`src/rtl/issue_scoreboard.sv`:
```
// rtl/issue_scoreboard.sv - dual-issue hazard controller with an 8-register busy scoreboard
module issue_scoreboard #(
    parameter logic [15:0] WB_MASK = 16'h0FFE,
    parameter logic [15:0] BR_MASK = 16'hC000
) (
    input  logic        i_clk,
    input  logic        i_reset,
    input  logic        i_stall,
    input  logic        i_is_branch_taken,
    input  logic [15:0] i_instr0,
    input  logic [15:0] i_instr1,
    input  logic        i_valid0,
    input  logic        i_valid1,
    input  logic [19:0] i_wbval0,
    input  logic [19:0] i_wbval1,
    output logic        o_accept0,
    output logic        o_accept1,
    output logic [15:0] o_issue_instr0,
    output logic [15:0] o_issue_instr1,
    output logic        o_issue_valid0,
    output logic        o_issue_valid1,
    output logic [7:0]  o_busy,
    output logic [15:0] o_hazard_stall_count
);

    // Returns {write_set, read_set} as one-hot register masks for one instruction.
    function automatic logic [15:0] reg_sets(input logic [15:2] ins);
        logic [3:0] op;
        logic [7:0] rd_set;
        logic [7:0] wr_set;
        op     = ins[15:12];
        rd_set = 8'h00;
        wr_set = 8'h00;
        if (op != 4'h0) begin
            rd_set = 8'h01 << ins[7:5];
            if (!ins[11]) begin
                rd_set = rd_set | (8'h01 << ins[4:2]);
            end
            if (WB_MASK[op]) begin
                wr_set = 8'h01 << ins[10:8];
            end
        end
        return {wr_set, rd_set};
    endfunction

    function automatic logic [7:0] wb_clear(input logic [19:0] wb);
        return wb[19] ? 8'h00 : (8'h01 << wb[2:0]);
    endfunction

    logic [7:0]  r_busy;
    logic [15:0] r_issue_instr0;
    logic [15:0] r_issue_instr1;
    logic        r_issue_valid0;
    logic        r_issue_valid1;
    logic [15:0] r_hazard_cnt;

    logic [15:0] w_sets0;
    logic [15:0] w_sets1;
    logic [15:0] w_sets_iss0;
    logic [15:0] w_sets_iss1;
    logic [7:0]  w_rd0;
    logic [7:0]  w_wr0;
    logic [7:0]  w_rd1;
    logic [7:0]  w_wr1;
    logic [7:0]  w_wb_clr;
    logic [7:0]  w_ebusy;
    logic        w_haz0;
    logic        w_haz1;
    logic        w_pair_conf;
    logic        w_br0;
    logic        w_issue_ok;
    logic        w_accept0;
    logic        w_accept1;
    logic [7:0]  w_set;
    logic [7:0]  w_flush_clr;
    logic [7:0]  w_busy_next;
    logic        w_count_hazard;
    logic        w_unused_bits;

    assign w_unused_bits = ^{i_instr0[1:0], i_instr1[1:0], i_wbval0[18:3], i_wbval1[18:3],
                             w_sets_iss0[7:0], w_sets_iss1[7:0]};

    assign w_sets0     = reg_sets(i_instr0[15:2]);
    assign w_sets1     = reg_sets(i_instr1[15:2]);
    assign w_sets_iss0 = reg_sets(r_issue_instr0[15:2]);
    assign w_sets_iss1 = reg_sets(r_issue_instr1[15:2]);
    assign w_rd0       = w_sets0[7:0];
    assign w_wr0       = w_sets0[15:8];
    assign w_rd1       = w_sets1[7:0];
    assign w_wr1       = w_sets1[15:8];

    // Writebacks retire before hazard evaluation so a dependent instruction issues with no bubble.
    assign w_wb_clr = wb_clear(i_wbval0) | wb_clear(i_wbval1);
    assign w_ebusy  = r_busy & ~w_wb_clr;

    assign w_haz0      = |((w_rd0 | w_wr0) & w_ebusy);
    assign w_haz1      = |((w_rd1 | w_wr1) & w_ebusy);
    assign w_pair_conf = |(w_wr0 & (w_rd1 | w_wr1));
    assign w_br0       = BR_MASK[i_instr0[15:12]];

    assign w_issue_ok = !i_reset && !i_stall && !i_is_branch_taken;
    assign w_accept0  = i_valid0 && !w_haz0 && w_issue_ok;
    assign w_accept1  = w_accept0 && i_valid1 && !w_haz1 && !w_br0 && !w_pair_conf;

    assign w_set = (w_accept0 ? w_wr0 : 8'h00) | (w_accept1 ? w_wr1 : 8'h00);

    // A squashed pair never writes back, so its busy bits are released here instead.
    assign w_flush_clr = i_is_branch_taken ?
                         ((r_issue_valid0 ? w_sets_iss0[15:8] : 8'h00) |
                          (r_issue_valid1 ? w_sets_iss1[15:8] : 8'h00)) : 8'h00;

    assign w_busy_next    = (w_ebusy | w_set) & ~w_flush_clr;
    assign w_count_hazard = i_valid0 && w_haz0 && !i_stall && !i_is_branch_taken;

    always_ff @(posedge i_clk) begin
        if (i_reset) begin
            r_busy         <= 8'h00;
            r_issue_instr0 <= 16'h0000;
            r_issue_instr1 <= 16'h0000;
            r_issue_valid0 <= 1'b0;
            r_issue_valid1 <= 1'b0;
            r_hazard_cnt   <= 16'h0000;
        end else begin
            r_busy <= w_busy_next;
            if (w_count_hazard && (r_hazard_cnt != 16'hFFFF)) begin
                r_hazard_cnt <= r_hazard_cnt + 16'h0001;
            end
            if (i_is_branch_taken) begin
                r_issue_instr0 <= 16'h0000;
                r_issue_instr1 <= 16'h0000;
                r_issue_valid0 <= 1'b0;
                r_issue_valid1 <= 1'b0;
            end else if (!i_stall) begin
                r_issue_instr0 <= w_accept0 ? i_instr0 : 16'h0000;
                r_issue_instr1 <= w_accept1 ? i_instr1 : 16'h0000;
                r_issue_valid0 <= w_accept0;
                r_issue_valid1 <= w_accept1;
            end
        end
    end

    assign o_accept0            = w_accept0;
    assign o_accept1            = w_accept1;
    assign o_issue_instr0       = r_issue_instr0;
    assign o_issue_instr1       = r_issue_instr1;
    assign o_issue_valid0       = r_issue_valid0;
    assign o_issue_valid1       = r_issue_valid1;
    assign o_busy               = r_busy;
    assign o_hazard_stall_count = r_hazard_cnt;

endmodule

```
`config.mk`:
```
export PLATFORM = sky130hd
export DESIGN_NAME = issue_scoreboard
export DESIGN_NICKNAME = d
export VERILOG_FILES = /design/src/rtl/issue_scoreboard.sv
export SDC_FILE = /design/constraint.sdc
export NUM_CORES = 1
export LEC_CHECK = 0
export ABC_AREA = 1
export BUFFER_PORTS_ARGS = -buffer_cell sky130_fd_sc_hd__buf_2
export CAP_MARGIN = 20
export CORE_ASPECT_RATIO = 1.75
export CORE_MARGIN = 2
export CORE_UTILIZATION = 53
export DETAILED_ROUTE_END_ITERATION = 10
export PLACE_DENSITY = 0.83
export REMOVE_ABC_BUFFERS = 1
export SYNTH_ARGS = -nofsm -noshare
export SYNTH_HDL_FRONTEND = slang
export SYNTH_SLANG_ARGS = --single-unit
```
`constraint.sdc`:
```
create_clock -name i_clk -period 4.2 [get_ports i_clk]
set_clock_uncertainty 0.1 [all_clocks]
set_input_delay 0.42 -clock i_clk [delete_from_list [all_inputs] [get_ports i_clk]]
set_output_delay 0.42 -clock i_clk [all_outputs]
set_load 0.02 [all_outputs]
```
Word-level counts from Yosys, hierarchy flattened

Memory sizes are Yosys's and may differ from the RTL's. A register that Yosys moved wholly into a read port is not among the register bits.
Cells that the tools add are included.

Shift operators: 10
Add/sub/neg operators: 1
Multiplexer cells: 30
Eq/ne operators: 1
Magnitude comparators: 4
Bitwise logic cells: 15
Reduce and logical (&&, ||, !) cells: 27

Operators by type and width:

| kind                                                                  | number |
|---|---|
| 8-bit two-way mux                                                     | 19 |
| 1-bit by 3-bit left shift with 8-bit output (first input constant)    | 10 |
| 8-bit bitwise OR                                                      | 8 |
| 8-bit bitwise AND                                                     | 5 |
| 16-bit two-way mux                                                    | 2 |
| 8-bit OR reduction                                                    | 3 |
| 4-bit by 5-bit < comparator with 1-bit output (second input constant) | 4 |
| 16-bit by 1-bit adder with 16-bit output (second input constant)      | 1 |
| 4-bit two-way mux                                                     | 4 |
| 16-bit inequality test (second input constant)                        | 1 |
| 8-bit NOT                                                             | 2 |
| 4-bit nonzero test                                                    | 4 |
| 1-bit logical AND                                                     | 12 |
| 1-bit zero test                                                       | 7 |
| 1-bit two-way mux                                                     | 5 |
| 2-bit OR reduction                                                    | 1 |

Register bits: 58
Output and inout bits: 60
Memory bits (read-only): 80
Input bits: 78
Memories: 5

Memories:

| memory          | depth | width | rd ports | clocked after Yosys merged registers in | wr ports | RTL line | text |
|---|---|---|---|---|---|---|---|
| (no name shown) | 16    | 1     | 1        | 0                                       | 0        | 99       | `assign w_br0 = BR_MASK[i_instr0[15:12]];` |
| (no name shown) | 16    | 1     | 1        | 1                                       | 0        | 39       | `if (WB_MASK[op]) begin` |
| (no name shown) | 16    | 1     | 1        | 1                                       | 0        | 39       |  |
| (no name shown) | 16    | 1     | 1        | 0                                       | 0        | 39       |  |
| (no name shown) | 16    | 1     | 1        | 0                                       | 0        | 39       |  |

Longest topological paths before layout

Gate-level depths: netlist of run 1.

Word-level depth: 18
Depth in mapped cells: 18
Mapped depth without buffers: 17

Worst setup path after synthesis of run 1

No wires, ideal clock.

Path type: input-to-output
Start point: in i_instr0[15]
End point: out o_accept1
Stages: 12
Path slack: 2082 ps
Data required time: 3680 ps
Arrival time: 1598 ps
Cell sequence: nor2_1 nand2_2 buf_6 nand2_1 nand2_1 nand2_1 nand2_1 nor2_1 nand2_2 nor2_8 nand2_2 inv_2

Word-level cells in the longest chain between the ends: 14

Ends and longest elaborated chain:

| element                                 | RTL line | text |
|---|---|---|
| from (decl)                             | 10       | `input logic [15:0] i_instr0,` |
| memory 16 x 1 bit                       | --       |  |
| 1-bit two-way mux (not written as such) | 39       |  |
| 8-bit two-way mux                       | 39       |  |
| 8-bit two-way mux                       | 34       | `if (op != 4'h0) begin` |
| 8-bit bitwise OR                        | 96       | `assign w_haz0 = \|((w_rd0 \| w_wr0) & w_ebusy);` |
| 8-bit bitwise AND                       | 96       |  |
| 8-bit OR reduction                      | 96       |  |
| 1-bit zero test                         | 102      | `assign w_accept0 = i_valid0 && !w_haz0 && w_issue_ok;` |
| 1-bit logical AND (2 in series)         | 102      |  |
| 1-bit logical AND (3 in series)         | 103      | `assign w_accept1 = w_accept0 && i_valid1 && !w_haz1 && !w_br0 && !w_pair_conf;` |
| 1-bit logical AND *                     | 103      |  |
| to (decl)                               | 17       | `output logic o_accept1,` |

Mark *: on every way between the ends. The rest lies on a longest branch, timed or not. The select of a mux whose other input is x is not followed.

Worst setup path after layout of run 1

Same ends and word-level chain as after synthesis.

==> metrics.txt, run 1 <==
cell family contributing the most delay on the critical path=simple AND/OR/NAND/NOR gates; Fin Setup TNS=0 ns; top cell type's share of synthesized area=0.339; Yosys warnings=0; power dissipated by switching net loads=0.347 mW; sequential area share after synthesis=0.339; mean instance size in the synthesized netlist=6.12 um2; Post-Syn Area=3540 um2; Clock Power Share=0.468; remaining routing DRC violations=0; number of hold buffers added after CTS=0; number of DRC violations after detailed-routing iteration 0=318; dominant cells by area after synthesis=sky130_fd_sc_hd__dfxtp_1 34%, sky130_fd_sc_hd__nand2_1 20%, sky130_fd_sc_hd__nand3_1 7.6%; Total GRT Usage=0.291; cell with the most instances after synthesis=sky130_fd_sc_hd__nand2_1; Critical Path RT=3.68 ns; number of sinks driven by the clock tree=60; wire length of the first global-routing pass=16.7 mm; vias after detailed routing=4191; Hold Fails Final Rpt=0; ratio of cells with drive above 1 in the final layout=0.189; total routed wirelength=10.3 mm; proportion of total power due to net switching=0.252; number of standard cells after synthesis=578; type of element capturing the critical path=output pin; fin crit share=0.711; Slew Limit Fails=0; via count of the first global-routing pass=3921; Chip Width=65.8 um; Area Growth Syn to Fin=23.3%; Core Region=6490 um2; slew margin rel.=0.670; fraction of registers with async set/reset=0; CTS tree=yes; Post-Route Hold Slack=0.195 ns; detailed placement HPWL=7.89 mm; Critical Path Source Type=input pin; number of max-capacitance violations reported=0; Routability Congestion=0.918; Die Height=112 um; dominant cell type by area after synthesis=sky130_fd_sc_hd__dfxtp_1; transition time of the tightest slew-check pin=0.493 ns; number of setup buffers added after CTS=0; Max Fanout on Critical Path=17; Reg clk slew, reported paths=0.05 ns; internal power contribution=1.03 mW; PortBufs=105; floorplan die area=7370 um2; Post-DP Area=4100 um2; power share of the combinational group=0.110; Resized cells post-CTS=0; detailed-route wire length per cell=13.3 um; post-synthesis sequential element count=60; worst ir drop on vdd=0.328 mV; number of buffer and inverter stages on the critical path=3; initial core utilization=0.545; total grt overflow=0; part of the total power dissipated in sequential elements=0.422; slowest stage cell on the critical path=sky130_fd_sc_hd__nor2_8; ranking of synthesized cells by instance count=192 x sky130_fd_sc_hd__nand2_1, 70 x sky130_fd_sc_hd__inv_1, 68 x sky130_fd_sc_hd__nor2_1, 60 x sky130_fd_sc_hd__dfxtp_1, 54 x sky130_fd_sc_hd__nand3_1; Detail Route Antenna Nets=0; clock root buffer=sky130_fd_sc_hd__clkbuf_16; total number of H-tree levels=3; Crit. path cell count=13; number of enable flip-flop cells after synthesis=0; pwr/cell area=315 nW/um2; buffers from clock root to sink, at most=2; worst path arrival time=2.47 ns; Max Clock Freq=335 MHz; number of top-level design ports=138; category of the most critical setup path=in -> out; source-to-sink clock delay at the later pin of the worst-skew pair=0.34 ns; clock period minus worst slack=2.99 ns; # nets final=763; leak pwr=2.31 nW; cell count of the worst hold path=2; pin count of the biggest net entering global routing=25; Num CTS Buffers=9; worst hold path class=in -> reg; ys flop type=sky130_fd_sc_hd__dfxtp_1; number of antenna cells inserted=0; RSZ-0062 raised after global routing=no; Slowest Stage Delay on Critical Path=0.28 ns; post-detailed-route via-to-cell ratio=5.45; setup violators final=0; area of all placed cells without fillers=4360 um2; drt pass-1 iters=5; num rows=39; ordered list of cells on the worst path=buf_2 > nor2_1 > nand2_2 > nand3_1 > nand2_1 > nand2_1 > nand2_1 > nor2_1 > nand2_2 > nor2_8 > nand2_2 > inv_2 > buf_2; Unique masters post-synth=37; status=finished, final reports clean; Register-to-Register Path Depth=11; antenna violations before repair=0
power groups by stage:
| stage | clock, mW | combinational, mW | sequential [mW] |
|---|---|---|---|
| floorplan | 0 | 0.0773 | 0.598 |
| global placement | 0 | 0.145 | 0.591 |
| detailed placement | 0 | 0.148 | 0.592 |
| CTS | 0.650 | 0.149 | 0.580 |
| global route | 0.671 | 0.169 | 0.581 |
| finish | 0.644 | 0.151 | 0.580 |
layout by cell type, fill, tap and decap left out, types with 2 or more instances in the layout:
cell                        Yosys  final
sky130_fd_sc_hd__dfxtp_1       60     60
sky130_fd_sc_hd__o21ai_1        3      3
sky130_fd_sc_hd__buf_2          2    105
sky130_fd_sc_hd__nor2_2         3      3
sky130_fd_sc_hd__xor2_1         2      2
sky130_fd_sc_hd__o21a_1         5      5
sky130_fd_sc_hd__nor3b_1        2      2
sky130_fd_sc_hd__nand3_1       54     54
sky130_fd_sc_hd__nand4_1        9      9
sky130_fd_sc_hd__a21oi_1       22     22
sky130_fd_sc_hd__nor4_1         2      2
sky130_fd_sc_hd__inv_1         70     70
sky130_fd_sc_hd__a22o_1         5      5
sky130_fd_sc_hd__nor3_1         7      7
sky130_fd_sc_hd__o21ai_0       30     30
sky130_fd_sc_hd__clkinv_2       0      3
sky130_fd_sc_hd__o22ai_1       10     10
sky130_fd_sc_hd__a22oi_1        2      2
sky130_fd_sc_hd__o32ai_1        4      4
sky130_fd_sc_hd__inv_2          2      2
sky130_fd_sc_hd__o31ai_1        2      2
sky130_fd_sc_hd__nor2_1        68     68
sky130_fd_sc_hd__clkbuf_16      0      9
sky130_fd_sc_hd__nand2_2        3      3
sky130_fd_sc_hd__nand2_1      192    192
sequential cells by signal, summed over array words and instances, names as in the netlist, named ones only:
register and cells:
o_busy 8, o_issue_instr0 16, o_issue_valid1 1, o_issue_valid0 1, o_issue_instr1 16, o_hazard_stall_count 16
area by class of cell:
| class | count | area (um2) |
|---|---|---|
| fill | 603 | 2130 |
| inverter | 73 | 274 |
| clock inverter | 3 | 15.0 |
| tap | 82 | 103 |
| clock buffer | 11 | 243 |
| multi-input combinational | 434 | 1990 |
| sequential | 60 | 1200 |
| timing repair buffer | 106 | 533 |
cell families after synthesis:
| group | Yosys count | synth area share |
|---|---|---|
| and+or+nand+nor | 346 | 0.414 |
| AOI/OAI and AO/OA | 85 | 0.141 |
| buffers and inverters | 84 | 0.0972 |
| DFF | 60 | 0.339 |
| xor gates and xnor gates | 2 | 0.00495 |
| adders and majority gates | 1 | 0.00354 |
per-layer routing:
metal  up-vias  wire (um)  global-route usage
met5         -          0                   0
met3        35        556              0.0691
met4         0        444               0.171
li1       2086          -                   -
met1      1920       3710               0.279
met2       150       5540               0.539
worst paths after layout:
check	to	start	slack [ns]
worst max-delay path	o_accept1	i_instr0[15]	1.21
worst min-delay path	o_issue_instr1[1]$_SDFFE_PN0N_	i_instr1[1]	0.20
worst max register to register	o_hazard_stall_count[14]$_SDFFE_PP0P_	o_hazard_stall_count[6]$_SDFFE_PP0P_	1.74
worst min register to register	o_issue_instr0[4]$_SDFFE_PN0N_	o_issue_instr0[4]$_SDFFE_PN0N_	0.35
through the flow:
| stage | setup slack [ns] | std cells | power, mW | util |
|---|---|---|---|---|
| after CTS | 1.27 | 769 | 1.38 | 0.672 |
| after floorplan | 1.84 | 567 | 0.675 | - |
| after detailed placement | 1.28 | 755 | 0.740 | 0.632 |
| after global routing | 1.06 | 769 | 1.42 | 0.672 |
| final | 1.21 | 769 | 1.38 | 0.672 |
| after global placement | 1.29 | 755 | 0.736 | 0.632 |
Note: power is estimated with default switching activity, not from simulation.
==> inputs of run 2 (changes only) <==
CORE_UTILIZATION = 49   (was 53)
PLACE_DENSITY = 0.77   (was 0.83)
clock period = 2.9 ns   (was 4.2 ns; I/O delays follow)
==> metrics.txt, run 2 (synthesis results as in run 1) <==
status=finished, final reports clean; r2r startpoint=o_hazard_stall_count[6]$_SDFFE_PP0P_; number of filler instances in the final layout=696 (+15%); ordered list of cells on the worst path=buf_2 > nor2_1 > nand2_1 > nand3_1 > nand2_1 > nand2_1 > nand2_1 > nor2_1 > nand2_1 > nor2_2 > nand2_2 > inv_2 > buf_2; antenna violations before repair=0 (unchanged); worst ir drop on vdd=0.291 mV (-11%); # nets final=765 (+0.26%); startpoint of the lowest-slack hold path=i_instr0[0]; leading cell types in the layout, fill and taps excluded=192 x sky130_fd_sc_hd__nand2_1, 105 x sky130_fd_sc_hd__buf_2, 70 x sky130_fd_sc_hd__inv_1; total grt overflow=0 (unchanged); vias after detailed routing=4101 (-2.1%); num rows=41 (+5.1%); number of hold buffers added after CTS=0 (unchanged); end of the worst hold path=o_issue_instr0[0]$_SDFFE_PN0N_; leak pwr=2.33 nW (+0.80%); detailed-route wire length per cell=13.5 um (+0.88%); number of sinks driven by the clock tree=60 (unchanged); total routed wirelength=10.4 mm (+1.5%); PortBufs=105 (unchanged); number of max-capacitance violations reported=0 (unchanged); CTS tree=yes; via count of the first global-routing pass=3837 (-2.1%); Post-Route Hold Slack=0.0709 ns (-0.124 ns); Total GRT Usage=0.273 (-0.0178); source-to-sink clock delay at the later pin of the worst-skew pair=0.33 ns (about the same); setup slack after placement=0.431 ns (-0.847 ns); Critical Path Source Type=input pin; Slew Limit Fails=0 (unchanged); pin count of the biggest net entering global routing=24 (-4.0%); Core Region=7080 um2 (+9.1%); Register-to-Register Path Depth=11 (unchanged); slew margin rel.=0.681 (+0.0105); fin crit share=0.845; number of DRC violations after detailed-routing iteration 0=265 (-17%); slowest stage cell on the critical path=sky130_fd_sc_hd__nand2_1; Resized cells post-CTS=0 (unchanged); Area Growth Syn to Fin=24.4%; Routability Congestion=0.906 (-1.2%); min setup slack post-route=0.449 ns (-0.764 ns); Hold Fails Final Rpt=0 (unchanged); detailed placement HPWL=8.24 mm (+4.4%); transition time of the tightest slew-check pin=0.478 ns (-0.0157 ns); post-detailed-route via-to-cell ratio=5.30 (-2.8%); setup violators final=0 (unchanged); most common cell after layout, fill and taps aside=sky130_fd_sc_hd__nand2_1; reg-to-reg critical path endpoint=o_hazard_stall_count[14]$_SDFFE_PP0P_; clock period minus worst slack=2.45 ns; cell count of the worst hold path=2 (unchanged); Die Height=116 um (+3.9%); Slowest Stage Delay on Critical Path=0.26 ns (-0.02 ns); type of element capturing the critical path=output pin; RSZ-0062 raised after global routing=no; Reg clk slew, reported paths=0.05 ns (about the same); worst hold path class=in -> reg; clock root buffer=sky130_fd_sc_hd__clkbuf_16; Critical Path RT=2.51 ns (-1.17 ns); number of top-level design ports=138 (unchanged); category of the most critical setup path=in -> out; Detail Route Antenna Nets=0 (unchanged); Num CTS Buffers=9 (unchanged); ratio of cells with drive above 1 in the final layout=0.192 (+0.00263); number of setup buffers added after CTS=0 (unchanged); Max Fanout on Critical Path=13 (-4); remaining routing DRC violations=0 (unchanged); buffers from clock root to sink, at most=2 (unchanged); worst path arrival time=2.06 ns (-0.41 ns); post-route non-filler standard cell count=774 (+0.65%); number of antenna cells inserted=0 (unchanged); initial core utilization=0.500 (-0.0454); total number of H-tree levels=3 (unchanged); drt pass-1 iters=4 (-1); wire length of the first global-routing pass=16.3 mm (-2.6%); Chip Width=68.2 um (+3.8%); pwr/cell area=471 nW/um2 (+49%); most numerous cell on the critical path=sky130_fd_sc_hd__nand2_1; reg2reg setup slack=0.45 ns (-1.29 ns); floorplan die area=7940 um2 (+7.8%); Placed Cells incl. Taps=761 (+0.79%); Max Clock Freq=408 MHz; Fin Setup TNS=0 ns (unchanged)
[run 2: changes by cell type in the layout (fill, tap and decap cells not counted), sizes merged]
cell | previous run | this run
bufinv | 0 | 1
clkbuf | 11 | 10
buf | 106 | 108
clkinv | 4 | 3
[run 2: worst max path at each step]
| stage | from | to | slack (ns) | cells past startpoint |
|---|---|---|---|---|
| 2_1_floorplan | i_reset | flop | 0.67 | 9 |
| 3_3_place_gp | i_instr0[15] | o_hazard_stall_count[14]$_SDFFE_PP0P_ | 0.44 | 15 |
| 3_5_place_dp | i_instr0[15] | o_hazard_stall_count[14]$_SDFFE_PP0P_ | 0.43 | 15 |
| 4_1_cts | o_hazard_stall_count[6]$_SDFFE_PP0P_ | o_hazard_stall_count[14]$_SDFFE_PP0P_ | 0.44 | 11 |
| 5_1_grt | o_hazard_stall_count[6]$_SDFFE_PP0P_ | o_hazard_stall_count[14]$_SDFFE_PP0P_ | 0.18 | 11 |
| 6_report | i_instr1[12] | o_accept1 | 0.45 | 13 |
[run 2: power breakdown]
part	internal [mW]	switching, mW
registers	0.836	0.00509
clock network	0.668	0.346
logic	0.0711	0.149
total	1.57	0.501
[run 2: stage by stage]
step	cell area (um2)	utilization	power, mW
final	4400	0.622	2.08
after global routing	4400	0.622	2.15
after CTS	4400	0.622	2.09
after detailed placement	4120	0.583	1.07
after global placement	4120	0.583	1.07
after floorplan	3470	-	0.978
[run 2: metal layers]
layer	share of wire	global-route usage
met1	0.36	0.259
met2	0.55	0.513
met3	0.047	0.0578
met4	0.042	0.163
met5	0	0
[run 2: final cells by class]
| type | count | area [um2] | share of cell area |
|---|---|---|---|
| clock buffer | 10 | 239 | 0.0543 |
| clock inverter | 3 | 40.0 | 0.00909 |
| timing repair buffer | 108 | 548 | 0.124 |
| multi-input combinational | 434 | 1990 | 0.453 |
| sequential | 60 | 1200 | 0.273 |
| tap | 86 | 108 | 0.0244 |
| inverter | 73 | 274 | 0.0622 |
[run 2: critical path: cells and delay by family]
| kind | cells | cell delay [ns] |
|---|---|---|
| simple gates | 10 | 1.31 |
| buf+inv | 3 | 0.46 |
